$ cat config.mk
export PLATFORM = sky130hd
export DESIGN_NAME = counter_run_ctrl
export DESIGN_NICKNAME = d
export VERILOG_FILES = /design/src/rtl/counter_run_ctrl.sv
export SDC_FILE = /design/constraint.sdc
export NUM_CORES = 1
export LEC_CHECK = 0
export BUFFER_PORTS_ARGS = -buffer_cell sky130_fd_sc_hd__buf_2
export CORE_MARGIN = 2
export CORE_UTILIZATION = 55
export DETAILED_ROUTE_END_ITERATION = 16
export PLACE_DENSITY = 0.79
export SLEW_MARGIN = 20
export SYNTH_ARGS = -nofsm -noshare
export SYNTH_HDL_FRONTEND = slang
export SYNTH_SLANG_ARGS = --single-unit
$ cat constraint.sdc
create_clock -name clk -period 2.8 [get_ports clk]
set_clock_uncertainty 0.05 [all_clocks]
set_input_delay 0.14 -clock clk [delete_from_list [all_inputs] [get_ports clk]]
set_output_delay 0.14 -clock clk [all_outputs]
set_load 0.03 [all_outputs]
$ cat src/rtl/counter_run_ctrl.sv
// counter_run_ctrl
// Run/pause/lap/clear controller for an external 16-bit counter. Three
// push-buttons are edge-detected. A prescaler generates the count-enable
// pulses while running. The display can be frozen on a lap value.
module counter_run_ctrl #(
    parameter int          TICK_DIV  = 50000,
    parameter logic [15:0] MAX_COUNT = 16'hFFFF,
    parameter int          WRAP      = 1
) (
    input  logic        clk,
    input  logic        resetn,
    input  logic        start_stop,
    input  logic        lap,
    input  logic        clear_req,
    input  logic [15:0] count,
    output logic        cnt_en,
    output logic        cnt_clr_n,
    output logic [15:0] disp,
    output logic        running,
    output logic        lap_active,
    output logic        at_max
);

    typedef enum logic [1:0] {
        IDLE  = 2'd0,
        RUN   = 2'd1,
        PAUSE = 2'd2,
        DONE  = 2'd3
    } state_t;

    localparam logic [31:0] TICK_LAST = 32'(TICK_DIV - 1);

    state_t      state;
    state_t      state_next;
    logic        start_prev;
    logic        lap_prev;
    logic        clear_prev;
    logic        start_edge;
    logic        lap_edge;
    logic        clear_edge;
    logic        start_evt;
    logic        lap_evt;
    logic [31:0] prescaler;
    logic        tick;
    logic        terminal;
    logic        clr_pulse;
    logic        lap_frozen;
    logic [15:0] lap_reg;

    // Button edge detection. A clear edge masks start and lap edges in the same cycle.
    // A start edge masks a lap edge in the same cycle.
    assign start_edge = start_stop & ~start_prev;
    assign lap_edge   = lap & ~lap_prev;
    assign clear_edge = clear_req & ~clear_prev;
    assign start_evt  = start_edge & ~clear_edge;
    assign lap_evt    = lap_edge & ~start_edge & ~clear_edge;

    // A tick is the last prescaler cycle of a period while running.
    // With WRAP=0, a tick at the terminal count ends the run instead of pulsing.
    assign at_max   = (count == MAX_COUNT);
    assign tick     = (state == RUN) && (prescaler == TICK_LAST);
    assign terminal = (WRAP == 0) && tick && at_max;

    // Previous-value registers start high, so a button held through reset has to be released before it counts as a press
    always_ff @(posedge clk) begin
        if (!resetn) begin
            start_prev <= 1'b1;
            lap_prev   <= 1'b1;
            clear_prev <= 1'b1;
        end else begin
            start_prev <= start_stop;
            lap_prev   <= lap;
            clear_prev <= clear_req;
        end
    end

    // State register
    always_ff @(posedge clk) begin
        if (!resetn) begin
            state <= IDLE;
        end else begin
            state <= state_next;
        end
    end

    // Next-state logic; clear wins from any state, and DONE only leaves on clear
    always_comb begin
        state_next = state;
        if (clear_edge) begin
            state_next = IDLE;
        end else begin
            case (state)
                IDLE: begin
                    if (start_evt) begin
                        state_next = RUN;
                    end
                end
                RUN: begin
                    if (terminal) begin
                        state_next = DONE;
                    end else if (start_evt) begin
                        state_next = PAUSE;
                    end
                end
                PAUSE: begin
                    if (start_evt) begin
                        state_next = RUN;
                    end
                end
                DONE: begin
                    state_next = DONE;
                end
                default: begin
                    state_next = IDLE;
                end
            endcase
        end
    end

    // Outputs are gated by resetn, so nothing pulses or reports running during reset
    always_comb begin
        running = 1'b0;
        cnt_en  = 1'b0;
        if (resetn) begin
            running = (state == RUN);
            cnt_en  = tick && !terminal;
        end
    end

    // Prescaler counts in RUN and holds in PAUSE, so a resume continues mid-period.
    // It is zeroed everywhere else.
    always_ff @(posedge clk) begin
        if (!resetn) begin
            prescaler <= '0;
        end else if (clear_edge) begin
            prescaler <= '0;
        end else begin
            case (state)
                RUN: begin
                    if (prescaler == TICK_LAST) begin
                        prescaler <= '0;
                    end else begin
                        prescaler <= prescaler + 32'd1;
                    end
                end
                PAUSE: begin
                    prescaler <= prescaler;
                end
                default: begin
                    prescaler <= '0;
                end
            endcase
        end
    end

    // One-cycle clear pulse to the external counter in the cycle after a clear edge
    always_ff @(posedge clk) begin
        if (!resetn) begin
            clr_pulse <= 1'b0;
        end else begin
            clr_pulse <= clear_edge;
        end
    end

    assign cnt_clr_n = resetn & ~clr_pulse;

    // Lap freeze: a press captures the count only while running, and a second press releases it in any state
    always_ff @(posedge clk) begin
        if (!resetn) begin
            lap_frozen <= 1'b0;
            lap_reg    <= '0;
        end else if (clear_edge) begin
            lap_frozen <= 1'b0;
            lap_reg    <= '0;
        end else if (lap_evt) begin
            if (lap_frozen) begin
                lap_frozen <= 1'b0;
            end else if (state == RUN) begin
                lap_frozen <= 1'b1;
                lap_reg    <= count;
            end
        end
    end

    assign lap_active = lap_frozen & resetn;
    assign disp       = lap_active ? lap_reg : count;

endmodule
Word level (Yosys, flattened, before mapping)

Cells that the tools add are included.

Register bits: 55
Bits of input ports: 21
Output and inout bits: 21
Word-level logic and storage cells: 48

$add $sub $neg: 1
Eq/ne operators: 7
Muxes and demuxes: 10
Bitwise logic cells: 16
Reduce and logical (&&, ||, !) cells: 6

Operators with widths:

| operator                | count |
|---|---|
| $pmux W32 S2            | 1 |
| $add A32 B1 Y32 const B | 1 |
| $eq A32 B16 Y1 const B  | 1 |
| $mux W32                | 1 |
| $eq A16 B16 Y1 const B  | 1 |
| $mux W16                | 1 |
| $and A1 B1 Y1           | 8 |
| $not A1 Y1              | 8 |
| $pmux W2 S3             | 1 |
| $eq A2 B2 Y1 const B    | 2 |
| $mux W1                 | 4 |
| $mux W2                 | 2 |
| $reduce_or A2 Y1        | 2 |
| $reduce_and A3 Y1       | 1 |
| $eq A2 B1 Y1 const B    | 1 |
| $logic_not A2 Y1        | 1 |
| $ne A2 B1 Y1 const B    | 1 |
| $ne A2 B2 Y1 const B    | 1 |
| $reduce_and A2 Y1       | 1 |
| $logic_and A1 B1 Y1     | 1 |

Longest topological paths before layout

Depth in word-level cells: 6
Depth in mapped cells: 7
Gate-level depth less buffers: 6

Worst setup path before layout

OpenSTA, ideal clock, no wires.

Path type: reg2reg
Start: reg prescaler[13]
End: reg prescaler[20]
Library setup time: 0.117 ns
Arrival time: 1.748 ns
Required time: 2.633 ns
Path slack: 0.885 ns
Stages on the path, launching flop included: 7
Path buffers: 1
Clock period less this slack: 1.915 ns
Cell sequence: dfxtp_1 or4_4 nor4_4 a21oi_2 buf_6 a21o_1 a22o_1

Longest elaborated chain between the ends: 3
Elaborated cells between the ends (all ways): 4
Classes of those cells: add/sub (1); eq/ne (1); mux (2)

RTL lines:

| what                                              | line     | source |
|---|---|---|
| from (decl)                                       | 43       | `logic [31:0] prescaler;` |
| from (signal assigned)                            | 143      | `prescaler <= prescaler + 32'd1;` |
| from (signal assigned)                            | 147      | `prescaler <= prescaler;` |
| $add A32 B1 Y32 or $eq A32 B16 Y1 (tied branches) | 143, 140 |  |
| $mux W32 *                                        | 140      | `if (prescaler == TICK_LAST) begin` |
| $pmux W32 S2 *                                    | 138      | `case (state)` |

Mark *: on every way between the ends. The rest lies on a longest branch, timed or not.
A chain may end at the register's enable or synchronous reset.

Worst setup path in the final report

Start: in clear_req
End: reg lap_reg[10]

Longest elaborated chain between the ends: 4
Elaborated cells between the ends (all ways): 5
Classes of those cells: bitwise (3); reduce/logical (2)

RTL lines:

| what                        | line | source |
|---|---|---|
| from (decl)                 | 14   | `input logic clear_req,` |
| $and A1 B1 Y1 *             | 54   | `assign clear_edge = clear_req & ~clear_prev;` |
| $not A1 Y1                  | 56   | `assign lap_evt = lap_edge & ~start_edge & ~clear_edge;` |
| $and A1 B1 Y1               | 56   |  |
| $reduce_and A3 Y1 (no line) | --   |  |
| to (signal assigned)        | 180  | `lap_reg <= count;` |
| to (decl)                   | 48   | `logic [15:0] lap_reg;` |

Marked as above.

==> impl_metrics.ini <==
[clock_tree]
cts-root-buf = clkbuf_8
cts_num_sinks = 55
clk_latency_ps = 310
cts.clk_slew.worst_paths_ps = 100
clockBufferDepth = 2
post_cts_buffers = 0
cts_resized = 0
htreeDepth = 2
cts-buffers-inserted = 5
postCtsHoldBufs = 3
cts_tree = built

[cells_and_area]
antenna_cells = 0
largest_register_ff_count = 32
syn_to_final_growth_pct = 14.60
num-nets-final = 373
instances_no_fill = 419
layout-drive-gt1-share = 0.2131

[floorplanning]
rows = 25
ios = 42
die_w_um = 74.71
start_util = 0.5746
core_area_mm2 = 0.004786
dieArea_mm2 = 0.005582
die_height_um = 74.71

[global_route]
grt_antenna_before_repair = 0
grt_overflow_total = 0
grt_use_total = 0.2247
grt_pass1_vias = 2141
grt_pass1_wl_mm = 9.804
grt_max_degree = 43

[drt]
drt-total-wl_mm = 6.001
drc = 0
drt_pre_antenna_iters = 4
drt_iter0_drc = 213
drtAntennaViolNets = 0
vias = 2455
vias_per_cell = 5.859
wl_per_cell_um = 14.32

[yosys]
ys.flop_type = dfxtp_1
synth-async-reset-ratio = 0
yosys_warnings = 0
synth_top_cells_by_count = dfxtp_1 (55), nor2_1 (40), mux2i_1 (22), nand2_1 (21), nand3_1 (20)
syn_area_per_cell_um2 = 8.929
ys_seq_area_frac = 0.4004
synth_area_mm2 = 0.002750
yosys.area.top_type = dfxtp_1
synth_seq_cells = 55
yosys-top-cells-area = dfxtp_1 (40%), mux2i_1 (8.0%), mux2_2 (6.6%)
yosysTopAreaCellShare = 0.4004
syn_inst = 308
synth_nets = 330
synthMostInstantiatedCell = dfxtp_1
synth_edf_count = 0
yosysUniqueCellTypes = 42

[critical_path]
critPathArrivalTime_ps = 2300
worstSetupPathType = in -> reg
start_kind = primary input
crit_path_max_fanout = 17
end_kind = register
cp.required_ps = 2950

[timing]
period_share = 0.7681
finalSetupViolations = 0
slew_viol_final = 0
rsz0062_at_grt = no
finalCriticalPeriod_ps = 2151
max_freq_mhz = 465.0
setup_tns_ps = 0
tightest_slew_ps = 898.3
max_slew_margin = 0.4011
hold_violations = 0

[job]
max_cap_violations = 0

[outcome]
status = finished, final reports clean

[pwr]
leakagePower_nw = 1.311
vdd_drop_max_mv = 0.2673
powerDensity_mw_per_mm2 = 452.1
total_power_mw = 1.425

[place]
globalplace.congestion = 0.8614
post-dp-hpwl_mm = 4.304
port_buffers = 41
dp.cells = 408

[min_path]
hold_path_class = in -> reg
per-layer routing:
layer | track usage | up-vias | share of wire
met2 | 0.3628 | 57 | 0.48
met5 | 0 | - | 0
met1 | 0.3080 | 1163 | 0.47
met3 | 0.04418 | 5 | 0.044
met4 | 0.06349 | 0 | 0.0058
li1 | - | 1230 | -
where the power goes:
group | leakage [nW] | switching, mW | internal, mW
combinational | 0.809 | 0.0736 | 0.0433
clock | 0.0581 | 0.252 | 0.266
sequential | 0.444 | 0.00317 | 0.787
stage by stage:
| step | area [µm²] | hold WS, ps | util | setup slack, ps |
|---|---|---|---|---|
| after floorplan | 2750 | 191.5 | - | 884.9 |
| after global placement | 3009 | 284.8 | 0.6288 | 730.5 |
| after detailed placement | 3009 | 298.3 | 0.6288 | 675.0 |
| after CTS | 3152 | 17.02 | 0.6586 | 647.5 |
| after global routing | 3152 | 15.15 | 0.6586 | 510.2 |
| final | 3152 | 20.39 | 0.6586 | 649.4 |
cell usage in the layout (no fill, tap or decap), types with 5 or more instances in the layout:
cell type / n
o21ai_0: 6
a21oi_1: 14
and3_1: 7
mux2i_1: 22
buf_2: 41
nand3_1: 20
a31oi_1: 17
mux2_2: 16
xnor2_1: 5
clkbuf_8: 5
nor2_1: 40
nand4_1: 13
dfxtp_1: 55
and4_1: 6
nand2b_1: 8
nand2_1: 21
worst max-delay path, stage by stage:
cell,delay (ps)
dlygate4sd3_1,530
buf_2,130
nand2b_1,150
nand3b_1,120
or4_1,840
mux2i_1,320
nor2_1,60
path summary, 6_finish.rpt:
path	startpoint	slack (ps)	cells after the start	to
setup / recovery	clear_req	650	7	lap_reg[10]
hold / removal	resetn	20	2	lap_prev
setup reg to reg	prescaler[12]	660	6	prescaler[6]
hold reg to reg	lap_frozen	450	2	lap_frozen
logic make-up (layout without fill, tap and decap cells):
logic type / Yosys count / count (layout) / share of synthesized area
muxes: 38 / 38 / 0.1456
AOI/OAI and AO/OA: 50 / 50 / 0.1142
and+or+nand+nor: 141 / 141 / 0.2853
DFF: 55 / 55 / 0.4004
buffers and inverters: 15 / 59 / 0.02457
adders and majority gates: 1 / 1 / 0.004549
xor gates and xnor gates: 8 / 8 / 0.02548
area by class of cell:
cell class	instances	area, µm²
fill	393	1634
clock buffer	5	68.82
multi-input combinational	238	1582
clock inverter	3	43.79
tap	67	83.83
sequential	55	1101
timing repair buffer	47	257.7
inverter	4	15.01
No activity file was read; power rests on OpenSTA's default activity.
